### src/rtl/dmem_arbiter_if.sv
// Bundle of every signal between the two requesters, the shared data memory
// and the arbiter. The arbiter binds to the slave modport. The requester and
// memory side (or a bench standing in for them) binds to the master modport.
//
// Handshake: a requester raises mX_req with mX_we/mX_addr/mX_wdata stable and
// keeps all of them unchanged until it sees mX_gnt high in the same cycle. The
// access is accepted on the rising edge where req & gnt are both high. Read
// data returns on mX_rvalid exactly one cycle after the accept edge. There is
// no backpressure on the return path.
interface dmem_arbiter_if #(
  parameter int ADDR_W = 32,
  parameter int DATA_W = 32,
  parameter int CNT_W  = 3
);
  logic              m0_req;
  logic              m0_we;
  logic [ADDR_W-1:0] m0_addr;
  logic [DATA_W-1:0] m0_wdata;
  logic              m0_gnt;
  logic              m0_rvalid;
  logic [DATA_W-1:0] m0_rdata;

  logic              m1_req;
  logic              m1_we;
  logic [ADDR_W-1:0] m1_addr;
  logic [DATA_W-1:0] m1_wdata;
  logic              m1_gnt;
  logic              m1_rvalid;
  logic [DATA_W-1:0] m1_rdata;

  logic              mem_we;
  logic [ADDR_W-1:0] mem_addr;
  logic [DATA_W-1:0] mem_wdata;
  logic [DATA_W-1:0] mem_rdata;

  // Current port-1 starvation count, visible for checkers.
  logic [CNT_W-1:0]  dbg_wait_cnt;

  modport master (
    output m0_req, m0_we, m0_addr, m0_wdata,
    output m1_req, m1_we, m1_addr, m1_wdata,
    output mem_rdata,
    input  m0_gnt, m0_rvalid, m0_rdata,
    input  m1_gnt, m1_rvalid, m1_rdata,
    input  mem_we, mem_addr, mem_wdata,
    input  dbg_wait_cnt
  );

  modport slave (
    input  m0_req, m0_we, m0_addr, m0_wdata,
    input  m1_req, m1_we, m1_addr, m1_wdata,
    input  mem_rdata,
    output m0_gnt, m0_rvalid, m0_rdata,
    output m1_gnt, m1_rvalid, m1_rdata,
    output mem_we, mem_addr, mem_wdata,
    output dbg_wait_cnt
  );
endinterface

### src/rtl/dmem_arbiter.sv
// Shares a single-port data memory between the CPU (port 0) and DMA/debug
// (port 1). Port 0 has fixed priority. Port 1 is forced ahead after MAX_WAIT
// consecutive lost cycles. The memory has a registered read with 1-cycle
// latency, so the owner of each read is remembered for one cycle and the
// read data is routed back to that owner only.
module dmem_arbiter #(
  parameter int ADDR_W   = 32,
  parameter int DATA_W   = 32,
  parameter int MAX_WAIT = 4,
  parameter int CNT_W    = 3
) (
  input  logic           clk,
  input  logic           rst_n,
  dmem_arbiter_if.slave  bus
);

  logic [CNT_W-1:0]  wait_cnt_q, wait_cnt_d;
  logic              rd_pend_q, rd_pend_d;
  logic              rd_owner_q, rd_owner_d;
  logic [ADDR_W-1:0] mem_addr_q, mem_addr_d;
  logic [DATA_W-1:0] mem_wdata_q, mem_wdata_d;

  logic force1;
  logic gnt0;
  logic gnt1;
  logic mem_we_c;

  // Grants: port 1 wins when port 0 is idle or when port 1 has starved long
  // enough. Grants are held low during reset so that nothing is accepted.
  always_comb begin
    force1 = (wait_cnt_q >= CNT_W'(MAX_WAIT));
    gnt1   = rst_n & bus.m1_req & (force1 | ~bus.m0_req);
    gnt0   = rst_n & bus.m0_req & ~gnt1;
  end

  // Starvation counter: counts cycles where port 1 asks and loses, saturating.
  always_comb begin
    wait_cnt_d = wait_cnt_q;
    if (!bus.m1_req || gnt1) begin
      wait_cnt_d = '0;
    end else if (wait_cnt_q < CNT_W'(MAX_WAIT)) begin
      wait_cnt_d = wait_cnt_q + CNT_W'(1);
    end
  end

  // Memory side mirrors the granted port. Address and write data hold their
  // previous value when idle, and the write enable is never raised without a grant.
  always_comb begin
    mem_addr_d  = mem_addr_q;
    mem_wdata_d = mem_wdata_q;
    mem_we_c    = 1'b0;
    if (gnt1) begin
      mem_addr_d  = bus.m1_addr;
      mem_wdata_d = bus.m1_wdata;
      mem_we_c    = bus.m1_we;
    end else if (gnt0) begin
      mem_addr_d  = bus.m0_addr;
      mem_wdata_d = bus.m0_wdata;
      mem_we_c    = bus.m0_we;
    end
  end

  // Read tracking: remember that a read was accepted, and by which port.
  always_comb begin
    rd_pend_d  = (gnt0 & ~bus.m0_we) | (gnt1 & ~bus.m1_we);
    rd_owner_d = rd_owner_q;
    if (rd_pend_d) begin
      rd_owner_d = gnt1;
    end
  end

  // State registers. An async reset drops any read that is in flight.
  always_ff @(posedge clk or negedge rst_n) begin
    if (!rst_n) begin
      wait_cnt_q  <= '0;
      rd_pend_q   <= 1'b0;
      rd_owner_q  <= 1'b0;
      mem_addr_q  <= '0;
      mem_wdata_q <= '0;
    end else begin
      wait_cnt_q  <= wait_cnt_d;
      rd_pend_q   <= rd_pend_d;
      rd_owner_q  <= rd_owner_d;
      mem_addr_q  <= mem_addr_d;
      mem_wdata_q <= mem_wdata_d;
    end
  end

  // Output drive: grants, memory side and routed read return.
  always_comb begin
    bus.m0_gnt       = gnt0;
    bus.m1_gnt       = gnt1;
    bus.mem_we       = mem_we_c;
    bus.mem_addr     = mem_addr_d;
    bus.mem_wdata    = mem_wdata_d;
    bus.m0_rvalid    = rd_pend_q & ~rd_owner_q;
    bus.m1_rvalid    = rd_pend_q & rd_owner_q;
    bus.m0_rdata     = (rd_pend_q & ~rd_owner_q) ? bus.mem_rdata : '0;
    bus.m1_rdata     = (rd_pend_q & rd_owner_q) ? bus.mem_rdata : '0;
    bus.dbg_wait_cnt = wait_cnt_q;
  end

endmodule

### src/flat_wrapper.sv
// flat-port wrapper written by rule: the top's interface ports become plain ports
module dmem_arbiter_flat 
#(
  parameter int ADDR_W   = 32,
  parameter int DATA_W   = 32,
  parameter int MAX_WAIT = 4,
  parameter int CNT_W    = 3
)
  (clk, rst_n, bus_m0_req, bus_m0_we, bus_m0_addr, bus_m0_wdata, bus_m1_req, bus_m1_we, bus_m1_addr, bus_m1_wdata, bus_mem_rdata, bus_m0_gnt, bus_m0_rvalid, bus_m0_rdata, bus_m1_gnt, bus_m1_rvalid, bus_m1_rdata, bus_mem_we, bus_mem_addr, bus_mem_wdata, bus_dbg_wait_cnt);
  dmem_arbiter_if #(.ADDR_W(ADDR_W), .DATA_W(DATA_W), .CNT_W(CNT_W)) bus_i ();
  input  logic clk;
  input  logic rst_n;
  input wire logic [$bits(bus_i.m0_req)-1:0] bus_m0_req;
  input wire logic [$bits(bus_i.m0_we)-1:0] bus_m0_we;
  input wire logic [$bits(bus_i.m0_addr)-1:0] bus_m0_addr;
  input wire logic [$bits(bus_i.m0_wdata)-1:0] bus_m0_wdata;
  input wire logic [$bits(bus_i.m1_req)-1:0] bus_m1_req;
  input wire logic [$bits(bus_i.m1_we)-1:0] bus_m1_we;
  input wire logic [$bits(bus_i.m1_addr)-1:0] bus_m1_addr;
  input wire logic [$bits(bus_i.m1_wdata)-1:0] bus_m1_wdata;
  input wire logic [$bits(bus_i.mem_rdata)-1:0] bus_mem_rdata;
  output wire logic [$bits(bus_i.m0_gnt)-1:0] bus_m0_gnt;
  output wire logic [$bits(bus_i.m0_rvalid)-1:0] bus_m0_rvalid;
  output wire logic [$bits(bus_i.m0_rdata)-1:0] bus_m0_rdata;
  output wire logic [$bits(bus_i.m1_gnt)-1:0] bus_m1_gnt;
  output wire logic [$bits(bus_i.m1_rvalid)-1:0] bus_m1_rvalid;
  output wire logic [$bits(bus_i.m1_rdata)-1:0] bus_m1_rdata;
  output wire logic [$bits(bus_i.mem_we)-1:0] bus_mem_we;
  output wire logic [$bits(bus_i.mem_addr)-1:0] bus_mem_addr;
  output wire logic [$bits(bus_i.mem_wdata)-1:0] bus_mem_wdata;
  output wire logic [$bits(bus_i.dbg_wait_cnt)-1:0] bus_dbg_wait_cnt;
  assign bus_i.m0_req = bus_m0_req;
  assign bus_i.m0_we = bus_m0_we;
  assign bus_i.m0_addr = bus_m0_addr;
  assign bus_i.m0_wdata = bus_m0_wdata;
  assign bus_i.m1_req = bus_m1_req;
  assign bus_i.m1_we = bus_m1_we;
  assign bus_i.m1_addr = bus_m1_addr;
  assign bus_i.m1_wdata = bus_m1_wdata;
  assign bus_i.mem_rdata = bus_mem_rdata;
  assign bus_m0_gnt = bus_i.m0_gnt;
  assign bus_m0_rvalid = bus_i.m0_rvalid;
  assign bus_m0_rdata = bus_i.m0_rdata;
  assign bus_m1_gnt = bus_i.m1_gnt;
  assign bus_m1_rvalid = bus_i.m1_rvalid;
  assign bus_m1_rdata = bus_i.m1_rdata;
  assign bus_mem_we = bus_i.mem_we;
  assign bus_mem_addr = bus_i.mem_addr;
  assign bus_mem_wdata = bus_i.mem_wdata;
  assign bus_dbg_wait_cnt = bus_i.dbg_wait_cnt;
  dmem_arbiter #(.ADDR_W(ADDR_W), .DATA_W(DATA_W), .MAX_WAIT(MAX_WAIT), .CNT_W(CNT_W)) u_core (.clk(clk), .rst_n(rst_n), .bus(bus_i));
endmodule
### config.mk
export PLATFORM = sky130hd
export DESIGN_NAME = dmem_arbiter_flat
export DESIGN_NICKNAME = d
export VERILOG_FILES = /design/src/rtl/dmem_arbiter_if.sv /design/src/rtl/dmem_arbiter.sv /design/src/flat_wrapper.sv
export SDC_FILE = /design/constraint.sdc
export NUM_CORES = 1
export LEC_CHECK = 0
export ABC_AREA = 1
export CAP_MARGIN = 20
export CORE_AREA = 2 2 119 121
export DETAILED_ROUTE_END_ITERATION = 16
export DIE_AREA = 0 0 121 123
export PLACE_DENSITY = 0.73
export SETUP_SLACK_MARGIN = 0.15
export SKIP_CTS_REPAIR_TIMING = 1
export SYNTH_ARGS = -nofsm -noshare
export SYNTH_HDL_FRONTEND = slang
export SYNTH_SLANG_ARGS = --single-unit
### constraint.sdc
create_clock -name clk -period 2.5 [get_ports clk]
set_input_delay 0.25 -clock clk [delete_from_list [all_inputs] [get_ports clk]]
set_output_delay 0.25 -clock clk [all_outputs]
set_load 0.03 [all_outputs]
==> run_results.csv <==
group,metric,value,unit
placed_design,port-buffer-count,301,
clocking,cts.sinks,69,
floorplan,rows,43,
pwr,ir_drop,0.000307,V
pwr,pwr-share-comb,0.401,
synth,synth_top_area_cell,"dfrtp_1",
global_route,antenna_found_initial,0,
synth,async_flop_share,1.00,
timing,setup_tns,0,ps
timing,tightestPinTransition,607,ps
floorplan,die_w,121,um
synth,netlist.area_leader.share,0.410,
outcome,status,"complete, no violations",
synth,synthCells,641,
routing,dr.pass1.iters,4,
timing,fin_crit_sh,0.881,
final_layout,fin_nets,1098,
pwr,swShare,0.357,
synth,synthMostInstantiatedCell,"nand2_1",
synth,ys_types,19,
placed_design,dpl.cell_count,1099,
synth,synth_area,4210,um2
critical_path,end_kind,"output pin",
synth,syn_area_per_cell,6.57,um2
clocking,insertion_delay,330,ps
timing,finalHoldViolCount,0,
routing,ant_nets,0,
timing,layout_min_cycle_time,2200,ps
timing,relSlewSlack,0.595,
critical_path,cp-start-kind,"register",
global_route,track_usage,0.190,
synth,synth-main-ff-cell,"dfrtp_1",
synth,synth_commonest_cells,"198 x nand2_1, 113 x nor2_1, 100 x inv_1",
placed_design,place_congestion,0.792,
synth,seq_area_frac_synth,0.410,
critical_path,worstSetupPathType,"reg2out",
pwr,power_density,562,nW/um2
placed_design,hpwl,10.8,mm
routing,drt-total-wl,14.6,mm
clocking,clockRootBuffer,"clkbuf_16",
critical_path,worst_ep_required_time,2250,ps
global_route,grt_start_max_net_pins,84,
clocking,numCtsBuffers,9,
routing,wl_per_cell,13.1,um
final_layout,drive_gt1_frac,0.160,
synth,yosysWarnings,0,
timing,slew_viol_final,0,
clocking,htreeDepth,3,
timing,rsz0062_at_grt,"no",
floorplan,pin_count,302,
clocking,cts_tree,"done",
final_layout,instances_no_fill,1116,
final_layout,antenna_cells,0,
timing,fmax,454,MHz
pwr,clkPwrFrac,0.279,
min_path,hp-class,"in2async",
routing,drtIter0Drc,179,
routing,num_vias,4737,
synth,synth_fp_nets,808,
floorplan,dieArea,14900,um2
timing,setup_viol,0,
global_route,grt_pass1_wl,22.4,mm
pwr,p_leak,3.86,nW
synth,synth_edf_count,0,
flow_run,drv_cap,0,
clocking,cts.clk_slew.worst_paths,60,ps
synth,synth_area_leaders,"dfrtp_1 41%, nand2_1 18%, nor2_1 10%, inv_1 8.9%, nor2_2 7.1%",
final_layout,syn_to_final_growth,76.9,%
global_route,grt_pass1_vias,4514,
timing,fin_hold_ws,61.6,ps
clocking,clockBufferDepth,2,
floorplan,core-area,13600,um2
timing,finClkSkew,5.07,ps
routing,drcViolationCount,0,
critical_path,cp_data_arrival_time,1950,ps
pwr,intPower,0.00269,W
global_route,grt-ovfl-total,0,
pwr,seq_power_share,0.320,
critical_path,rrSetupSlack,1090,ps
pwr,power.net_switching,0.00149,W
floorplan,die_height,123,um
floorplan,initial_core_util,0.309,
synth,ys_seq_elements,69,
critical_path,worstPathMaxFanout,21,
routing,viasPerCell,4.24,
power groups by stage:
stage	clock network, W	registers (W)	logic [W]
floorplan	0	0.00136	0.000949
global placement	0	0.00135	0.00168
detailed placement	0	0.00136	0.00169
CTS	0.00120	0.00134	0.00170
global route	0.00125	0.00135	0.00182
finish	0.00117	0.00134	0.00168
routing by layer:
layer,wire length (um),GRT usage,part of all wire,vias to the layer above
met5,0,0,0,-
met4,235,0.0683,0.016,0
met3,1090,0.0443,0.074,17
met2,7560,0.350,0.52,177
met1,5760,0.215,0.39,2095
li1,-,-,-,2448
per-stage QoR:
step | setup slack (ps) | util | total power, W | area [um2]
3_3_place_gp | 345 | 0.527 | 0.00303 | 7170
2_1_floorplan | 597 | - | 0.00230 | 4210
3_5_place_dp | 309 | 0.527 | 0.00304 | 7170
5_1_grt | 172 | 0.547 | 0.00442 | 7450
4_1_cts | 273 | 0.546 | 0.00424 | 7440
6_report | 297 | 0.547 | 0.00419 | 7450
kinds of logic after synthesis:
family                     count (synthesis)  share of synthesized area
AOI/OAI and AO/OA                         20                     0.0238
buffers and inverters                    140                      0.149
DFF                                       69                      0.410
and+or+nand+nor                          410                      0.412
adders and majority gates                  1                    0.00297
xor gates and xnor gates                   1                    0.00208
placed cells by master, fill, tap and decap left out:
master | netlist | final
dlygate4sd3_1 | 0 | 1
buf_4 | 4 | 79
nand2_1 | 198 | 198
clkbuf_16 | 0 | 9
buf_12 | 0 | 2
xor2_1 | 1 | 1
nand3_1 | 47 | 47
inv_2 | 3 | 3
nand2_4 | 1 | 1
nand2_2 | 3 | 3
dfrtp_1 | 69 | 69
a21oi_1 | 1 | 1
clkinv_2 | 0 | 3
inv_1 | 100 | 100
o21ai_1 | 18 | 18
ha_1 | 1 | 1
clkbuf_1 | 8 | 2
clkdlybuf4s50_1 | 0 | 234
clkinv_4 | 0 | 1
nor2_1 | 113 | 113
clkbuf_8 | 0 | 1
nor2_2 | 48 | 48
o21ai_0 | 1 | 1
critical path: stages (launching register included):
cell and delay (ps):
dfrtp_1 410, nor2_1 150, inv_1 70, buf_4 200, nor2_1 100, clkdlybuf4s50_1 680
registers in the layout (all words and copies together) (netlist names):
signal	flops
u_core.rd_pend_q	1
u_core.mem_wdata_q	32
u_core.mem_addr_q	32
u_core.bus.dbg_wait_cnt	3
u_core.rd_owner_q	1
area by class of cell:
cell class,count,area [um2]
sequential,69,1730
tap,180,225
clock inverter,4,23.8
timing repair buffer,316,2990
inverter,103,387
multi-input combinational,432,1850
clock buffer,12,246
fill,1354,6160
path summary, 6_finish.rpt:
path                                                        startpoint                               end  cells past startpoint
worst max-delay path                     u_core.rd_owner_q$_DFFE_PN0P_                  bus_m0_rdata[23]                      5
worst min-delay path                                             rst_n  u_core.mem_wdata_q[17]$_DFF_PN0_                      2
worst max register to register  u_core.bus.dbg_wait_cnt[2]$_DFFE_PN0P_   u_core.mem_addr_q[17]$_DFF_PN0_                      7
worst min register to register           u_core.rd_owner_q$_DFFE_PN0P_     u_core.rd_owner_q$_DFFE_PN0P_                      2
max in group asynchronous                                        rst_n  u_core.mem_wdata_q[16]$_DFF_PN0_                      3
min in group clk                                                 rst_n     u_core.rd_owner_q$_DFFE_PN0P_                      7
Note: power is estimated with default switching activity, not from simulation.
